<file path="src/rtl/mux_demux_pkg.sv">
// Shared slot/channel constants for the TDM mux/demux link.
// Slot index type, channel count, slot constants and slot increment helper.
package mux_demux_pkg;

  localparam int SLOT_W = 2;
  localparam int NCH    = 4;

  typedef logic [SLOT_W-1:0] slot_t;

  localparam slot_t SLOT0 = 2'd0;
  localparam slot_t SLOT1 = 2'd1;
  localparam slot_t SLOT2 = 2'd2;
  localparam slot_t SLOT3 = 2'd3;

  function automatic slot_t slot_inc(slot_t s);
    return s + slot_t'(1);
  endfunction

endpackage

</file>
<file path="src/rtl/tdm_slot_ctr.sv">
// Slot counter for the TDM demux: advances on en, loads 1 on sync.
// Ports: clk, rst (async high), en, sync -> slot, misalign (sync & slot!=0).
module tdm_slot_ctr
  import mux_demux_pkg::*;
(
  input  logic  clk,
  input  logic  rst,
  input  logic  en,
  input  logic  sync,
  output slot_t slot,
  output logic  misalign
);

  assign misalign = sync & (slot != SLOT0);

  // A synced sample occupies slot 0, so the next one is slot 1.
  always_ff @(posedge clk or posedge rst) begin
    if (rst) begin
      slot <= SLOT0;
    end else if (en) begin
      slot <= sync ? SLOT1 : slot_inc(slot);
    end
  end

endmodule

</file>
<file path="src/rtl/tdm_demux4.sv">
// 1-to-4 TDM demultiplexer with sync lock, realign and frame assembly.
// Ports: clk, rst, din, din_valid, sync -> o, frame, frame_valid, slot, locked, sync_err.
module tdm_demux4
  import mux_demux_pkg::*;
#(
  parameter int W = 1
) (
  input  logic         clk,
  input  logic         rst,
  input  logic [W-1:0] din,
  input  logic         din_valid,
  input  logic         sync,
  output logic [4*W-1:0] o,
  output logic [4*W-1:0] frame,
  output logic         frame_valid,
  output slot_t        slot,
  output logic         locked,
  output logic         sync_err
);

  slot_t        u;
  logic         misalign;
  logic         realign;
  logic         publish;
  logic         discard;
  logic [W-1:0] shadow [3];

  tdm_slot_ctr u_ctr (
    .clk      (clk),
    .rst      (rst),
    .en       (din_valid),
    .sync     (sync),
    .slot     (slot),
    .misalign (misalign)
  );

  assign u       = sync ? SLOT0 : slot;
  assign realign = din_valid & misalign & locked;
  assign publish = din_valid & (u == SLOT3)
                 & locked & ~discard;

  always_ff @(posedge clk or posedge rst) begin
    if (rst) begin
      o           <= '0;
      frame       <= '0;
      frame_valid <= 1'b0;
      locked      <= 1'b0;
      sync_err    <= 1'b0;
      discard     <= 1'b0;
      for (int i = 0; i < 3; i++)
        shadow[i] <= '0;
    end else begin
      frame_valid <= publish;
      sync_err    <= realign;
      if (din_valid) begin
        o[int'(u)*W +: W] <= din;
        discard <= realign;
        if (sync)
          locked <= 1'b1;
        // Drop the broken partial frame; slot 0 is rewritten below.
        if (realign) begin
          shadow[1] <= '0;
          shadow[2] <= '0;
        end
        unique case (u)
          SLOT0: shadow[0] <= din;
          SLOT1: shadow[1] <= din;
          SLOT2: shadow[2] <= din;
          SLOT3: ;
        endcase
        if (publish)
          frame <= {din, shadow[2], shadow[1], shadow[0]};
      end
    end
  end

endmodule

</file>
<file path="config.mk">
export PLATFORM = sky130hd
export DESIGN_NAME = tdm_demux4
export DESIGN_NICKNAME = d
export VERILOG_FILES = /design/src/rtl/mux_demux_pkg.sv /design/src/rtl/tdm_slot_ctr.sv /design/src/rtl/tdm_demux4.sv
export SDC_FILE = /design/constraint.sdc
export NUM_CORES = 1
export LEC_CHECK = 0
export CORE_MARGIN = 2
export CORE_UTILIZATION = 48
export DETAILED_ROUTE_END_ITERATION = 12
export PLACE_DENSITY = 0.76
export SLEW_MARGIN = 20
export SYNTH_ARGS = -nofsm -noshare
export SYNTH_HDL_FRONTEND = slang
export SYNTH_SLANG_ARGS = --single-unit
export TNS_END_PERCENT = 1
</file>
<file path="constraint.sdc">
create_clock -name clk -period 1.8 [get_ports clk]
set_clock_uncertainty 0.2 [all_clocks]
set_input_delay 0.18 -clock clk [delete_from_list [all_inputs] [get_ports clk]]
set_output_delay 0.18 -clock clk [all_outputs]
set_load 0.05 [all_outputs]
</file>
* Yosys cells after proc, flatten, opt, wreduce, memory -nomap -nowiden
Index checks and enable logic that the tools add are counted.
** Operators by class
- Add/sub/neg operators :: 2
- Shift operators :: 2
- Multiplexer cells :: 6
- Eq/ne operators :: 3
- Bitwise logic cells :: 7
- Reductions and logical operators :: 9
** Operators with widths (count)
- negation 2 -> 33 bit :: 1
- variable shift 1 x 33 -> 4 bit (first input constant) :: 1
- indexed part select 1 x 33 -> 4 bit :: 1
- AND reduction 2 bit :: 5
- bitwise AND 1 bit :: 6
- two-way mux 2 bit :: 3
- nonzero test 2 bit :: 3
- bitwise mux 4 bit :: 1
- equality test 2 bit (second input constant) :: 2
- adder 2 x 1 -> 2 bit (second input constant) :: 1
- equality test 2 x 1 -> 1 bit (second input constant) :: 1
- logical NOT 2 bit :: 1
- two-way mux 1 bit :: 2
- NOT 1 bit :: 1
** Word-level totals
- Input port bits :: 5
- Output and inout port bits :: 13
- Word-level logic and storage cells :: 39
- Register bits after elaboration :: 17

* Logic depth before layout (Yosys ltp)
- Depth after elaboration :: 6
- Gate-level depth with buffers :: 5
- Mapped depth without buffers :: 5

* By module
A second synthesis with hierarchy kept.
** Second synthesis, totals
- Cells, all modules :: 66
- Area, all modules :: 852.1 um^2
** By module, submodules not included
- tdm_demux4 :: area each 744.5 um^2, cells an instance 54, times used 1
- tdm_slot_ctr :: area each 107.6 um^2, cells an instance 12, times used 1

* Worst setup path after synthesis
No wires, ideal clock.
- Path type :: reg2reg
- From :: register u_ctr.slot[0]
- To :: register frame[0]
- Arrival time :: 1.648 ns
- Period minus slack after synthesis :: 1.973 ns
- Setup slack :: -0.173 ns
- Cell stages (with the launch flop) :: 6
- Cell sequence :: dfrtp_1 > nand2b_2 > inv_2 > ha_1 > nand4b_4 > mux2_4
** On the way
- Longest elaborated chain between the ends :: 6
** RTL lines
- start: declaration :: line tdm_slot_ctr.sv:10 : output slot_t slot,
- start signal: assignment :: line tdm_slot_ctr.sv:21 : slot <= sync ? SLOT1 : slot_inc(slot);
- two-way mux 2 bit :: line tdm_demux4.sv:37 : assign u = sync ? SLOT0 : slot;
- equality test 2 bit :: line tdm_demux4.sv:39 : assign publish = din_valid & (u == SLOT3)
- bitwise AND 1 bit :: line tdm_demux4.sv:39
- bitwise AND 1 bit (2 in a row) :: line tdm_demux4.sv:40 : & locked & ~discard;
- AND reduction 2 bit (no source line)
- end signal: assignment :: line tdm_demux4.sv:72 : frame <= {din, shadow[2], shadow[1], shadow[0]};
- end: declaration :: line tdm_demux4.sv:14 : output logic [4*W-1:0] frame,
No other way between the ends.
A chain may end at the register's enable or synchronous reset.

* Final worst setup path
- From :: register u_ctr.slot[1]
- To :: register o[2]
** On the way
- Longest elaborated chain between the ends :: 4
** RTL lines
- two-way mux 2 bit * :: line tdm_demux4.sv:37
- negation 2 -> 33 bit * :: line tdm_demux4.sv:56 : o[int'(u)*W +: W] <= din;
- indexed part select 1 x 33 -> 4 bit / variable shift 1 x 33 -> 4 bit (equally long branches) :: line tdm_demux4.sv:56
- bitwise mux 4 bit * :: line tdm_demux4.sv:56
- end signal: indexed assignment :: line tdm_demux4.sv:56
- end: declaration :: line tdm_demux4.sv:13 : output logic [4*W-1:0] o,
Every way passes the cells marked *; elsewhere a longest branch is shown, timed or not.

==> flow_metrics.py <==
metrics = {
    "synthesis": {
        "syn_area_per_cell_um2": 13.37,
        "synth_largest_area_cell": "dfrtp_1",
        "ys_seq_area_share_pct": 49.71,
        "netlist_area_um2": 855.8,
        "synth_nets": 75,
        "synth_common_cells": "dfrtp_1 (17), inv_1 (7), ha_1 (6)",
        "postSynthCellCount": 64,
        "yosys.cell_types.count": 25,
        "synthTopCellsByArea": "dfrtp_1 (50%), ha_1 (8.8%), mux2_4 (8.8%)",
        "synth_edf_count": 0,
        "synth.top_cell.area_share_pct": 49.71,
        "ys_async_sr_fraction_pct": 100.0,
        "ys_warn_count": 0,
        "ys.flop_type": "dfrtp_1",
        "ys_ff_latch": 17,
        "synth_most_common_cell": "dfrtp_1",
    },
    "setup_path": {
        "slowest_stage": "dfrtp_2",
        "arrival_ns": 1.74,
        "worstPathCellList": "nand2b_1, inv_1, ha_1, nor4b_4, a41o_1",
        "critical_path_class": "flip-flop to flip-flop",
        "cp-startpoint": "u_ctr.slot[1]",
        "worstReg2RegStart": "u_ctr.slot[1]",
        "required_ns": 1.83,
        "setup.worst_path.end_class": "flip-flop",
        "startpoint_type": "flip-flop",
        "cp_slowest_stage_delay_ns": 0.43,
        "crit_path_max_fanout": 3,
    },
    "timing": {
        "holdWs_ns": 0.3113,
        "worst_pin_slew_ns": 0.2762,
        "period_needed_ns": 1.708,
        "finalCritPeriodShare_pct": 94.91,
        "fin_setup_tns_ns": 0,
        "worst_slack_ns": 0.09154,
        "maxSlewViolCount": 0,
        "relSlewSlack_pct": 81.57,
        "fmaxAchievable_mhz": 585.3,
        "hold_violations": 0,
        "setup_viol": 0,
    },
    "placement": {
        "pre_cts_ws_ns": -0.2260,
        "place_congestion": 0.7839,
        "dpl_cell_area_mm2": 0.001091,
        "io_buffers": 17,
        "place_hpwl_um": 1198,
    },
    "power_and_ir_drop": {
        "cellLeakagePower_nw": 0.6397,
        "pwr_density_cell_mw_per_mm2": 971.4,
        "peakVddDrop_mv": 0.5413,
    },
    "min_path": {
        "hp-class": "flip-flop to flip-flop",
        "worstHoldStart": "shadow[1]",
    },
    "flow_run": {
        "max_cap_viol_count": 0,
    },
    "cts": {
        "cts.path.max_buffers": 2,
        "post_cts_buffers": 0,
        "clock-sinks": 17,
        "clock_latency_ns": 0.28,
        "numCtsBuffers": 3,
        "cts_max_level": 1,
        "cts_tree": "yes",
        "clkTransAtPathRegs_ns": 0.10,
        "cts_root_buf": "clkbuf_4",
    },
    "floorplanning": {
        "die_y_um": 46.23,
        "dieArea_mm2": 0.002137,
        "num_rows": 15,
        "start_util_pct": 50.11,
        "die-width_um": 46.23,
        "core_area_mm2": 0.001708,
        "io_pins": 18,
    },
    "final_layout": {
        "antenna_cells": 0,
        "synthToLayoutAreaGrowth_pct": 32.75,
        "design_area_mm2": 0.001136,
        "drive_above_1_share_pct": 42.11,
        "fillerInstances": 137,
        "nets": 107,
    },
    "global_route": {
        "gr-usage-all-layers_pct": 17.59,
        "grt_max_degree": 13,
        "grt_pass1_wl_um": 2587,
        "grt_overflow": 0,
        "grt_pass1_vias": 572,
        "antenna_found_initial": 0,
    },
    "route": {
        "drtIter0Drc": 10,
        "ant_nets": 0,
        "wire_per_inst_um": 13.42,
        "post-route-drc-count": 0,
        "vias_per_cell": 5.083,
        "routed_wl_um": 1610,
        "num_vias": 610,
        "dr.pass1.iters": 4,
    },
    "status": {
        "status": "finished clean",
    },
}
## through the flow
stage | power (W) | util [%] | std cells
floorplan | 0.0007612 | - | 64
global placement | 0.0008869 | 63.88 | 115
detailed placement | 0.0008972 | 63.88 | 115
CTS | 0.001105 | 66.01 | 120
global route | 0.001160 | 66.52 | 120
finish | 0.001104 | 66.52 | 120
## worst paths after layout
kind / depth (start not counted) / slack, ns / end
max: 5 / 0.09 / o[2]
min: 1 / 0.31 / frame[1]
max reg2reg: 5 / 0.09 / o[2]
min reg2reg: 1 / 0.31 / frame[1]
max in group asynchronous: 4 / 0.49 / shadow[1]
min in group asynchronous: 3 / 0.48 / frame_valid
## metal layers
layer | GRT usage (%) | vias up | part of all wire (%)
met3 | 3.922 | 4 | 5.2
li1 | - | 296 | -
met2 | 25.83 | 19 | 46
met1 | 24.94 | 291 | 48
met4 | 6.857 | 0 | 1.4
met5 | 0 | - | 0
## placed cells by master, fill, tap and decap left out, types with 2 or more instances in the layout
cell and count:
clkdlybuf4s50_1 4, a41o_1 3, mux2_4 5, clkbuf_4 3
a21boi_0 5, inv_1 7, dfrtp_2 2, dfrtp_1 15
ha_1 6, buf_4 24, a32o_1 3
## report_power, final
group	internal [W]	leakage (nW)	switching [W]
clock network	0.0000861	0.0150	0.000120
logic	0.000173	0.408	0.000250
registers	0.000439	0.217	0.0000356
total	0.000698	0.640	0.000406
## state kept, by name, summed over array words and instances (netlist names)
signal / count
discard: 1
locked: 1
o: 4
shadow: 3
u_ctr.slot: 2
frame: 4
sync_err: 1
frame_valid: 1
## area by class of cell
class | count | area (µm²) | area share, %
clock buffer | 4 | 26.28 | 2.313
sequential | 17 | 427.9 | 37.67
multi-input combinational | 37 | 390.4 | 34.36
tap | 25 | 31.28 | 2.753
inverter | 8 | 30.03 | 2.643
timing repair buffer | 29 | 230.2 | 20.26
## worst max-delay path, delay by kind of cell (launching register included)
| family | cells | cell delay [ns] |
|---|---|---|
| adder cells (fa/ha/maj) | 1 | 0.36 |
| flip-flops | 1 | 0.43 |
| AND/OR/NAND/NOR | 2 | 0.41 |
| AO/OA/AOI/OAI | 1 | 0.21 |
| buffers and inverters | 1 | 0.06 |
## repair_timing
action,in CTS,in global routing
gates resized for setup,0,1
hold endpoints to repair,6,0
setup endpoints to repair,0,2
hold buffers,1,0
## cells by family (layout without fill, tap and decap cells)
| group | after synthesis | in the layout | synth area share, % |
|---|---|---|---|
| flops | 17 | 17 | 49.71 |
| fa+ha+maj | 6 | 6 | 8.772 |
| buf+inv | 10 | 41 | 5.702 |
| mux | 5 | 5 | 8.772 |
| simple gates | 11 | 11 | 12.86 |
| compound gates | 15 | 15 | 14.18 |
Power figures use the tool's default switching activity.
